[config.mk]
export PLATFORM = sky130hd
export DESIGN_NAME = line_write_merge
export DESIGN_NICKNAME = d
export VERILOG_FILES = /design/src/rtl/line_write_merge.sv
export SDC_FILE = /design/constraint.sdc
export NUM_CORES = 1
export LEC_CHECK = 0
export BUFFER_PORTS_ARGS = -buffer_cell sky130_fd_sc_hd__buf_2
export CAP_MARGIN = 15
export CORE_ASPECT_RATIO = 0.8
export CORE_MARGIN = 4
export CORE_UTILIZATION = 40
export DETAILED_ROUTE_END_ITERATION = 6
export GPL_TIMING_DRIVEN = 0
export SYNTH_ARGS = -nofsm -noshare
export SYNTH_HDL_FRONTEND = slang
export SYNTH_SLANG_ARGS = --single-unit
[constraint.sdc]
create_clock -name clk -period 4.4 [get_ports clk]
set_input_delay 0.66 -clock clk [delete_from_list [all_inputs] [get_ports clk]]
set_output_delay 0.66 -clock clk [all_outputs]
set_load 0.05 [all_outputs]
[src/rtl/line_write_merge.sv]
// Store-merge buffer: folds 16-bit CPU stores into one 128-bit line and writes the
// line to physical memory with byte enables on a tag change or on a flush.
//
// state   | meaning
// --------+-----------------------------------------------------------
// S_EMPTY | no line held; data, byte enables and tag are all zero
// S_HOLD  | one line held; stores with a matching tag merge into it
// S_DRAIN | pmem_write high; line frozen until pmem_resp clears it
module line_write_merge (
  input  logic         clk,
  input  logic         rst_n,
  input  logic         cpu_write,
  input  logic [15:0]  cpu_addr,
  input  logic [15:0]  cpu_wdata,
  input  logic [1:0]   cpu_wmask,
  output logic         cpu_resp,
  input  logic         flush,
  output logic         flush_done,
  output logic         pmem_write,
  output logic [15:0]  pmem_address,
  output logic [127:0] pmem_wdata,
  output logic [15:0]  pmem_byte_en,
  input  logic         pmem_resp,
  output logic         line_valid
);

  typedef enum logic [1:0] {S_EMPTY, S_HOLD, S_DRAIN} state_t;

  state_t         state_q, state_d;
  logic [11:0]    tag_q, tag_d;
  logic [127:0]   data_q, data_d;
  logic [15:0]    ben_q, ben_d;
  logic           cpu_resp_q, cpu_resp_d;
  logic           flush_done_q, flush_done_d;
  logic           pmem_write_q, pmem_write_d;
  logic           line_valid_q, line_valid_d;

  logic           store_req;
  logic           flush_req;
  logic           tag_hit;
  logic [2:0]     lane;
  logic [127:0]   merge_data;
  logic [15:0]    merge_ben;

  // A request still held during its own acknowledge cycle must not be taken again.
  assign store_req = cpu_write & ~cpu_resp_q;
  assign flush_req = flush & ~flush_done_q;
  assign tag_hit   = (cpu_addr[15:4] == tag_q);
  assign lane      = cpu_addr[3:1];

  always_comb begin
    merge_data = data_q;
    merge_ben  = ben_q;
    if (cpu_wmask[0]) begin
      merge_data[{lane, 4'b0000} +: 8] = cpu_wdata[7:0];
      merge_ben[{lane, 1'b0}]          = 1'b1;
    end
    if (cpu_wmask[1]) begin
      merge_data[{lane, 4'b1000} +: 8] = cpu_wdata[15:8];
      merge_ben[{lane, 1'b1}]          = 1'b1;
    end
  end

  always_comb begin
    state_d      = state_q;
    tag_d        = tag_q;
    data_d       = data_q;
    ben_d        = ben_q;
    cpu_resp_d   = 1'b0;
    flush_done_d = 1'b0;
    unique case (state_q)
      S_EMPTY: begin
        if (flush_req) begin
          flush_done_d = 1'b1;
        end
        if (store_req) begin
          tag_d      = cpu_addr[15:4];
          data_d     = merge_data;
          ben_d      = merge_ben;
          cpu_resp_d = 1'b1;
          state_d    = S_HOLD;
        end
      end
      S_HOLD: begin
        // Flush wins over a simultaneous store; the store waits for EMPTY.
        if (flush_req || (store_req && !tag_hit)) begin
          state_d = S_DRAIN;
        end else if (store_req) begin
          data_d     = merge_data;
          ben_d      = merge_ben;
          cpu_resp_d = 1'b1;
        end
      end
      S_DRAIN: begin
        if (pmem_resp) begin
          state_d = S_EMPTY;
          tag_d   = '0;
          data_d  = '0;
          ben_d   = '0;
        end
      end
      default: state_d = S_EMPTY;
    endcase
    pmem_write_d = (state_d == S_DRAIN);
    line_valid_d = |ben_d;
  end

  always_ff @(posedge clk or negedge rst_n) begin
    if (!rst_n) begin
      state_q      <= S_EMPTY;
      tag_q        <= '0;
      data_q       <= '0;
      ben_q        <= '0;
      cpu_resp_q   <= 1'b0;
      flush_done_q <= 1'b0;
      pmem_write_q <= 1'b0;
      line_valid_q <= 1'b0;
    end else begin
      state_q      <= state_d;
      tag_q        <= tag_d;
      data_q       <= data_d;
      ben_q        <= ben_d;
      cpu_resp_q   <= cpu_resp_d;
      flush_done_q <= flush_done_d;
      pmem_write_q <= pmem_write_d;
      line_valid_q <= line_valid_d;
    end
  end

  assign cpu_resp     = cpu_resp_q;
  assign flush_done   = flush_done_q;
  assign pmem_write   = pmem_write_q;
  assign pmem_address = {tag_q, 4'b0000};
  assign pmem_wdata   = data_q;
  assign pmem_byte_en = ben_q;
  assign line_valid   = line_valid_q;

endmodule

==> metrics <==
status=finished clean; WL per Instance=~18 um; skew final=0.01107 ns; Post-route DRC=0; CTS tree=built; crit path cell chain=buf_2 -> clkbuf_1 -> inv_1 -> ha_1 -> ha_1 -> clkbuf_1 -> nand2b_1 -> nor2_1 -> nand2_1 -> o21ai_0 -> nand2_1 -> o2bb2ai_2; fin util=51.71%; Pleak=roughly 0.0044 uW; number of routed nets with antenna violations=0; clk_lat worst skew=between 0.4 and 0.5 ns; setup_tns=0 ns; largest net degree at the start of global routing=84; GRT overflow=0; syn_area_per_cell=10.77 um^2; worst slew pin tran=between 1 and 1.5 ns; GP Congestion=between 0.7 and 0.8; filler cell count=1633; max_slew headroom=a little under a quarter; DR vias=roughly 5700; PwrDens=approximately 630 nW/um^2; Num CTS Buffers=17; slowest cell delay on critical path=roughly 0.34 ns; CTS sink count=around 160; library cells used by synthesis=48; I/O pin total=between 200 and 250; first-pass GRT wire length=32.17 mm; f_max=about 0.35 GHz; CP Data Arrival Time=between 3 and 4 ns; cts hold-fix bufs=0; critical path data required time=between 4 and 5 ns; Yosys warnings=0; Max IR drop VDD=0.3023 mV; final setup violation count=0; post-route insts no fill=about 1100; cell count after synthesis=about 670; Resized Gates After CTS=0; RSZ-0062 raised after global routing=no; post-synthesis sequential area ratio=56.51%; delay-heaviest family, CP=buffers and inverters; Rows=43; Fin. Hold Viols=0; die width=between 150 and 200 um; max cap viols=0; Tmin final=roughly 2.8 ns; Setup crit start kind=input port; first-pass detailed-route iteration total=4; worst hold path class=in2async; post-synthesis register bit count=162; die height=127.8 um; Buf/Inv on CP=4; fraction of layout cells with a size suffix above 1=~29%; WL final=~20 mm; via count of the first global-routing pass=about 5800; number of post-CTS setup repair buffers=0; path type of the worst setup path=in2reg; synthesis-to-finish area growth=26.04%; DP HPWL=14.69 mm; Clock H-tree levels=4; Overall Global Routing Usage=approximately 20%; initial antenna violation count=0; core box area=17490 um^2; Starting Density=between 40% and 50%; clock root cell=clkbuf_16; Cell Area, Synth=7174 um^2; Worst-path clk slew=0.08 ns; Critical Path End Type=flop; clock buffer depth=2; max-slew violation count=0; Critical Path Slowest Stage Cell=clkbuf_1; PortBufs=189; CP max FO=10; fin crit share=between 60 and 70%; vias per cell=5.091; Placed Instances=between 1000 and 1500; Die ar.=20160 um^2; Iter 0 DRT Violations=339; diode count=0; NumNets Final=just over 900
==> logic make-up after synthesis <==
logic type / Yosys count / synth area share (%)
adders and majority gates: 6 / 1.046
and+or+nand+nor: 192 / 11.77
DFF: 162 / 56.51
xor gates and xnor gates: 12 / 1.465
muxes: 64 / 8.929
AOI/OAI and AO/OA: 128 / 14.41
buffers and inverters: 101 / 5.825
other: 1 / 0.05227
==> cell type report <==
class,count,area [um^2],share of cell area (%)
Timing Repair Buffer,190,983.4,10.88
Inverter,72,270.3,2.989
Multi-Input combinational cell,406,2714,30.01
Sequential cell,162,4054,44.83
Clock buffer,17,425.4,4.705
Tap cell,225,281.5,3.113
Buffer,29,147.6,1.633
Clock inverter,15,166.4,1.840
==> placed cells by master (no fill, tap or decap), drive strengths merged, types with 4 or more instances in the layout <==
cell type	count
o2bb2ai	48
mux2i	64
buf	210
nor2b	4
o21ai	35
nand4	4
inv	79
a22o	17
conb	4
nand2	119
xnor2	12
ha	6
nor4	4
dfrtp	162
and2	4
clkbuf	26
nand2b	6
clkinv	6
nand3	10
nor3	11
nor2	23
a21oi	11
==> per-stage QoR <==
stage               instance area, um^2  hold WS [ns]  worst slack (ns)  total power [uW]
floorplan                          7186        0.3644             1.801              3692
global placement                   8413        0.4588            0.1063              4287
detailed placement                 8451        0.4657             1.163              4302
CTS                                9042        0.2265             1.603              5779
global route                       9042        0.2287             1.338              6015
finish                             9042        0.1818             1.575              5732
==> flip-flops by register name, indices dropped and copies added (netlist names) <==
name / count
state_q: 2
line_valid: 1
pmem_wdata: 128
cpu_resp: 1
tag_q: 12
pmem_byte_en: 16
flush_done: 1
pmem_write: 1
==> where the power goes <==
group | internal, uW | switching (uW) | leakage [uW]
logic | 617 | 1700 | 0.00188
clock network | 761 | 705 | 0.000282
registers | 1760 | 197 | 0.00222
==> metal layers <==
layer	up-vias	global-route usage, %	part of all wire (%)
li1	2699	-	-
met1	2803	30.05	49
met2	158	30.19	44
met3	21	4.691	5.4
met4	0	5.716	1.4
met5	-	0	0
==> worst paths after layout <==
check	start	to	slack, ns	cells after the start
min in group clk	pmem_wdata[54]$_DFFE_PN0P_	pmem_wdata[54]$_DFFE_PN0P_	0.48	2
max reg2reg	tag_q[6]$_DFFE_PN0P_	pmem_wdata[94]$_DFFE_PN0P_	1.84	9
min reg2reg	pmem_wdata[54]$_DFFE_PN0P_	pmem_wdata[54]$_DFFE_PN0P_	0.48	2
max in group asynchronous	rst_n	pmem_wdata[118]$_DFFE_PN0P_	3.39	2
min	rst_n	pmem_wdata[94]$_DFFE_PN0P_	0.18	1
max	cpu_addr[1]	pmem_wdata[64]$_DFFE_PN0P_	1.58	12
==> cells in the mapped netlist, drive strengths merged <==
cell type,number,share of area [%]
or3,2,0.17
o21a,1,0.10
a21oi,11,1.3
a21o,1,0.10
o2bb2ai,48,6.6
nor2,23,1.3
a32o,2,0.28
nor4,4,0.35
buf,20,1.6
o41ai,2,0.24
o211ai,2,0.21
a2bb2oi,1,0.12
o21ai,35,2.4
or3b,1,0.12
mux2i,64,8.9
conb,1,0.052
nor4bb,1,0.14
xnor2,12,1.5
a31o,1,0.12
dfrtp,162,57
o31ai,2,0.21
nor3,11,0.84
nand2b,6,0.52
nand4,4,0.35
a41oi,2,0.24
and2,4,0.35
and3,2,0.17
nor2b,4,0.35
clkbuf,9,0.47
o2111ai,1,0.12
inv,72,3.8
nand3,10,0.70
nor3b,1,0.17
a222oi,1,0.14
nand2,119,6.2
a31oi,1,0.087
a22o,17,2.1
ha,6,1.0
==> worst reg2reg max path: stages (launching register included) <==
cell	delay [ns]
dfrtp_1	0.40
xnor2_1	0.18
nand4_1	0.22
nor3_2	0.32
o21a_1	0.18
buf_4	0.15
inv_2	0.04
buf_6	0.15
nor2_2	0.56
mux2i_1	0.28
Power figures use the tool's default switching activity.
